### config.mk
export PLATFORM = sky130hd
export DESIGN_NAME = weight_loader
export DESIGN_NICKNAME = d
export VERILOG_FILES = /design/src/rtl/weight_loader.sv
export SDC_FILE = /design/constraint.sdc
export NUM_CORES = 1
export LEC_CHECK = 0
export ABC_AREA = 1
export CAP_MARGIN = 20
export CORE_MARGIN = 10
export CORE_UTILIZATION = 30
export DETAILED_ROUTE_END_ITERATION = 12
export GPL_TIMING_DRIVEN = 0
export PLACE_DENSITY_LB_ADDON = 0.15
export SLEW_MARGIN = 20
export SYNTH_ARGS = -nofsm -noshare
export SYNTH_HDL_FRONTEND = slang
export SYNTH_SLANG_ARGS = --single-unit
### constraint.sdc
create_clock -name clk -period 2.4 [get_ports clk]
set_clock_uncertainty 0.15 [all_clocks]
set_input_delay 0.48 -clock clk [delete_from_list [all_inputs] [get_ports clk]]
set_output_delay 0.48 -clock clk [all_outputs]
set_load 0.005 [all_outputs]
### src/rtl/weight_loader.sv
`default_nettype none
// ============================================================================
//  Module      : weight_loader
//  Description : Turns a valid/ready word stream (header + weights) into
//                one-hot write strobes for a layer's per-neuron weight
//                memories. Malformed headers raise a sticky error and their
//                payload is drained without writing.
//  Revision    : 1.0 - initial release
// ============================================================================
module weight_loader #(
   parameter int numNeurons   = 32,
   parameter int numWeight    = 784,
   parameter int addressWidth = 10,
   parameter int dataWidth    = 16
) (
   input  logic                    clk,
   input  logic                    rst_n,
   input  logic [31:0]             in_data,
   input  logic                    in_valid,
   output logic                    in_ready,
   output logic [numNeurons-1:0]   wen,
   output logic [addressWidth-1:0] wadd,
   output logic [dataWidth-1:0]    win,
   output logic                    done,
   output logic                    err
);

   localparam logic [1:0] ST_IDLE  = 2'd0;
   localparam logic [1:0] ST_LOAD  = 2'd1;
   localparam logic [1:0] ST_DRAIN = 2'd2;

   localparam logic [31:0]           NUM_NEURONS = 32'(numNeurons);
   localparam logic [31:0]           NUM_WEIGHT  = 32'(numWeight);
   localparam logic [numNeurons-1:0] WEN_ONE     = {{(numNeurons-1){1'b0}}, 1'b1};

   logic [1:0]              state_q, state_d;
   logic [15:0]             bc_q, bc_d;
   logic [15:0]             cnt_q, cnt_d;
   logic [7:0]              nidx_q, nidx_d;
   logic                    ready_q;
   logic [numNeurons-1:0]   wen_q, wen_d;
   logic [addressWidth-1:0] wadd_q, wadd_d;
   logic [dataWidth-1:0]    win_q, win_d;
   logic                    done_q, done_d;
   logic                    err_q, err_d;

   // Header fields and per-beat conditions
   logic [15:0] hdr_cnt;
   logic [7:0]  hdr_nidx;
   logic        beat;
   logic        nidx_ok;
   logic        cnt_ok;
   logic        cnt_zero;
   logic        last_beat;

   assign hdr_cnt   = in_data[15:0];
   assign hdr_nidx  = in_data[23:16];
   assign beat      = in_valid && ready_q;
   assign nidx_ok   = {24'd0, hdr_nidx} < NUM_NEURONS;
   assign cnt_ok    = {16'd0, hdr_cnt} <= NUM_WEIGHT;
   assign cnt_zero  = (hdr_cnt == 16'd0);
   // bc counts accepted payload words; the final one arrives when bc == cnt-1
   assign last_beat = (bc_q == (cnt_q - 16'd1));

   // State register
   always_ff @(posedge clk or negedge rst_n) begin
      if (!rst_n) state_q <= ST_IDLE;
      else        state_q <= state_d;
   end

   // Next-state logic; only accepted beats move the FSM
   always_comb begin
      state_d = state_q;
      if (beat) begin
         case (state_q)
            ST_IDLE: begin
               if (!cnt_zero) begin
                  if (nidx_ok && cnt_ok) state_d = ST_LOAD;
                  else                   state_d = ST_DRAIN;
               end
            end
            ST_LOAD:  if (last_beat) state_d = ST_IDLE;
            ST_DRAIN: if (last_beat) state_d = ST_IDLE;
            default:  state_d = ST_IDLE;
         endcase
      end
   end

   // Output/datapath next values; address and data hold when no write
   always_comb begin
      bc_d   = bc_q;
      cnt_d  = cnt_q;
      nidx_d = nidx_q;
      wen_d  = '0;
      wadd_d = wadd_q;
      win_d  = win_q;
      done_d = 1'b0;
      err_d  = err_q;
      if (beat) begin
         case (state_q)
            ST_IDLE: begin
               if (nidx_ok && cnt_ok) begin
                  err_d = 1'b0;
                  if (cnt_zero) begin
                     done_d = 1'b1;
                  end else begin
                     nidx_d = hdr_nidx;
                     cnt_d  = hdr_cnt;
                     bc_d   = 16'd0;
                  end
               end else begin
                  err_d = 1'b1;
                  if (!cnt_zero) begin
                     cnt_d = hdr_cnt;
                     bc_d  = 16'd0;
                  end
               end
            end
            ST_LOAD: begin
               wen_d  = WEN_ONE << nidx_q;
               wadd_d = bc_q[addressWidth-1:0];
               win_d  = in_data[dataWidth-1:0];
               bc_d   = bc_q + 16'd1;
               done_d = last_beat;
            end
            ST_DRAIN: begin
               bc_d = bc_q + 16'd1;
            end
            default: ;
         endcase
      end
   end

   // Registered outputs and datapath; reset clears strobes immediately
   always_ff @(posedge clk or negedge rst_n) begin
      if (!rst_n) begin
         bc_q    <= 16'd0;
         cnt_q   <= 16'd0;
         nidx_q  <= 8'd0;
         ready_q <= 1'b0;
         wen_q   <= '0;
         wadd_q  <= '0;
         win_q   <= '0;
         done_q  <= 1'b0;
         err_q   <= 1'b0;
      end else begin
         bc_q    <= bc_d;
         cnt_q   <= cnt_d;
         nidx_q  <= nidx_d;
         ready_q <= 1'b1;
         wen_q   <= wen_d;
         wadd_q  <= wadd_d;
         win_q   <= win_d;
         done_q  <= done_d;
         err_q   <= err_d;
      end
   end

   assign in_ready = ready_q;
   assign wen      = wen_q;
   assign wadd     = wadd_q;
   assign win      = win_q;
   assign done     = done_q;
   assign err      = err_q;

endmodule
`default_nettype wire

==> flow_summary.toml <==
[run_status]
status = "finished clean"

[floorplan]
design.core.area_um2 = 16500
die_h_um = 150
fp.dieW_um = 150
start_util = 0.305
placementRows = 47
io_pins = 96
die_area_um2 = 22400

[synth]
ys_async_sr_fraction = 1.00
synth_cell_type_count = 38
syn_area_um2 = 5040
synth-seq-cells = 103
synth_top_cell_by_area = "dfrtp_1"
syn_inst = 622
yosysWarnings = 0
yosysTopAreaCellShare = 0.511
syn_nets = 661
synth.top_cells.by_area = "dfrtp_1 (51%), nand2_1 (12%), nor2_1 (6.3%), inv_1 (5.7%), o21ai_0 (5.1%)"
synthMostInstantiatedCell = "nand2_1"
synth-edff-count = 0
avgSynthCellArea_um2 = 8.11
synth_seq_area_share = 0.511
ys_top_cells_by_count = "nand2_1 (161), dfrtp_1 (103), nor2_1 (85), inv_1 (76), o21ai_0 (51)"
ys.flop_type = "dfrtp_1"

[placement]
portBuffers = 87
place.gp.congestion = 0.854
placed_area_um2 = 6220
dp_hpwl_mm = 11.3

[timing]
hold_viol = 0
layout_min_cycle_time_ns = 2.21
max_slew_margin = 0.551
hold_ws_ns = 0.328
rsz0062_at_grt = "false"
tightest_slew_ns = 0.673
fin_crit_sh = 0.921
setup_viol = 0
fmax_mhz = 453
final_max_slew_viol_count = 0

[global_route]
overflow = 0
grt_pass1_wl_mm = 24.3
grt_pass1_vias = 4614
antenna_found_initial = 0
grt_max_degree = 67
gr-usage-all-layers = 0.137

[worst_setup_path]
cp_data_required_time_ns = 2.51
reg2reg_from = "cnt_q[0]"
worstSetupStartpointType = "input port"
crit_path_max_fanout = 10
cp-startpoint = "in_data[13]"
path_class = "input port to flip-flop"
cp_data_arrival_time_ns = 2.31
end_kind = "flip-flop"

[route]
wl_per_cell_um = 15.4
num_vias = 4289
ant_nets = 0
wirelength_mm = 14.6
drt_iter0_drc = 234
drtPass1Iterations = 5
drc_errors = 0
via_per_inst = 4.53

[cts]
cts_tree = "built"
insertion_delay_ns = 0.36
cts-htree-levels = 3
cts_num_sinks = 103
clockBufferDepth = 2
root_buffer = "clkbuf_16"
cts_buffers = 9
cts_setup_buffers = 0
clkTransAtPathRegs_ns = 0.08

[layout]
fin_area_um2 = 6580
post-route-util = 0.398
num-nets-final = 761
drive_above_1_share = 0.0908
n_fill_cell = 1678
syn_to_final_growth_pct = 30.4
antennaDiodeCount = 0

[job]
cap_violations = 0

[power_and_ir_drop]
peakVddDrop_uv = 391
p_leak_nw = 2.98
p_per_area_nw_per_um2 = 803

[worst_hold_path]
min_from = "state_q[1]"
hp-class = "flip-flop to flip-flop"
[power breakdown]
part	internal [mW]	switching [mW]
registers	1.90	0.259
clock network	0.751	0.780
logic	0.569	1.02
total	3.22	2.06
[state kept, by name, indices dropped and copies added (netlist names)]
name      flops
wen          32
bc_q         16
cnt_q        16
win          16
wadd         10
nidx_q        8
state_q       2
done          1
err           1
in_ready      1
[routing by layer]
layer | vias to the layer above | wire length, um | global-route usage
met5 | - | 0 | 0
met4 | 0 | 244 | 0.0462
met3 | 13 | 791 | 0.0474
met2 | 66 | 7190 | 0.227
met1 | 2043 | 6370 | 0.163
li1 | 2167 | - | -
[worst paths after layout]
kind	endpoint	slack, ns	cells past startpoint
setup / recovery	bc_q[6]	0.19	11
hold / removal	state_q[1]	0.33	2
setup reg to reg	done	0.20	14
hold reg to reg	state_q[1]	0.33	2
max in group asynchronous	bc_q[14]	1.01	3
min in group asynchronous	win[3]	0.43	2
[cell families (layout without fill, tap and decap cells)]
| kind of cell | after synthesis | in the layout | share of synthesized area |
|---|---|---|---|
| fa+ha+maj | 4 | 4 | 0.00992 |
| flops | 103 | 103 | 0.511 |
| compound gates | 70 | 70 | 0.0786 |
| simple gates | 329 | 329 | 0.289 |
| mux | 1 | 1 | 0.00223 |
| buf+inv | 94 | 199 | 0.0734 |
| other cells | 1 | 1 | 0.000743 |
| xor+xnor | 20 | 20 | 0.0347 |
[final cells by class]
cell class | count | area, um2 | share of cell area
sequential | 103 | 2580 | 0.392
multi-input combinational | 425 | 2130 | 0.324
timing repair buffer | 89 | 910 | 0.138
inverter | 79 | 299 | 0.0455
tap | 220 | 275 | 0.0419
clock buffer | 9 | 225 | 0.0342
clock inverter | 7 | 83.8 | 0.0127
buffer | 15 | 73.8 | 0.0112
[per-stage QoR]
stage / setup WS (ns) / total power, mW / cells / TNS [ns]
after floorplan: 0.491 / 3.26 / 622 / 0
after global placement: -3.23 / 3.72 / 929 / -340.25
after detailed placement: -0.247 / 3.74 / 930 / -10.50
after CTS: 0.0219 / 5.28 / 947 / 0
after global routing: 0.00451 / 5.68 / 947 / 0
final: 0.191 / 5.28 / 947 / 0
[worst max-delay path: stages]
cell and delay [ns]:
clkdlybuf4s50_1 0.40, inv_1 0.10, nand4_1 0.11, nor2_1 0.23
nand4_2 0.19, or2_4 0.30, nand2_4 0.13, inv_4 0.07
buf_6 0.16, nand3_2 0.07, o21ai_2 0.05
[placed cells by master (no fill, tap or decap), drive strengths merged, types with 6 or more instances in the layout]
| master | count |
|---|---|
| buf | 7 |
| clkbuf | 19 |
| clkdlybuf4s50 | 86 |
| dfrtp | 103 |
| inv | 81 |
| nand2 | 165 |
| nand3 | 33 |
| nand4 | 13 |
| nor2 | 94 |
| nor3 | 10 |
| o21ai | 60 |
| o31ai | 6 |
| xor2 | 15 |
[repair_timing]
item                                    4_1_cts  5_1_grt
pin swaps                                     0        1
hold buffers                                  1        0
endpoints found under the setup margin        1       24
endpoints found under the hold margin        37        0
resized for setup                             1       15
Note: power is estimated with default switching activity, not from simulation.
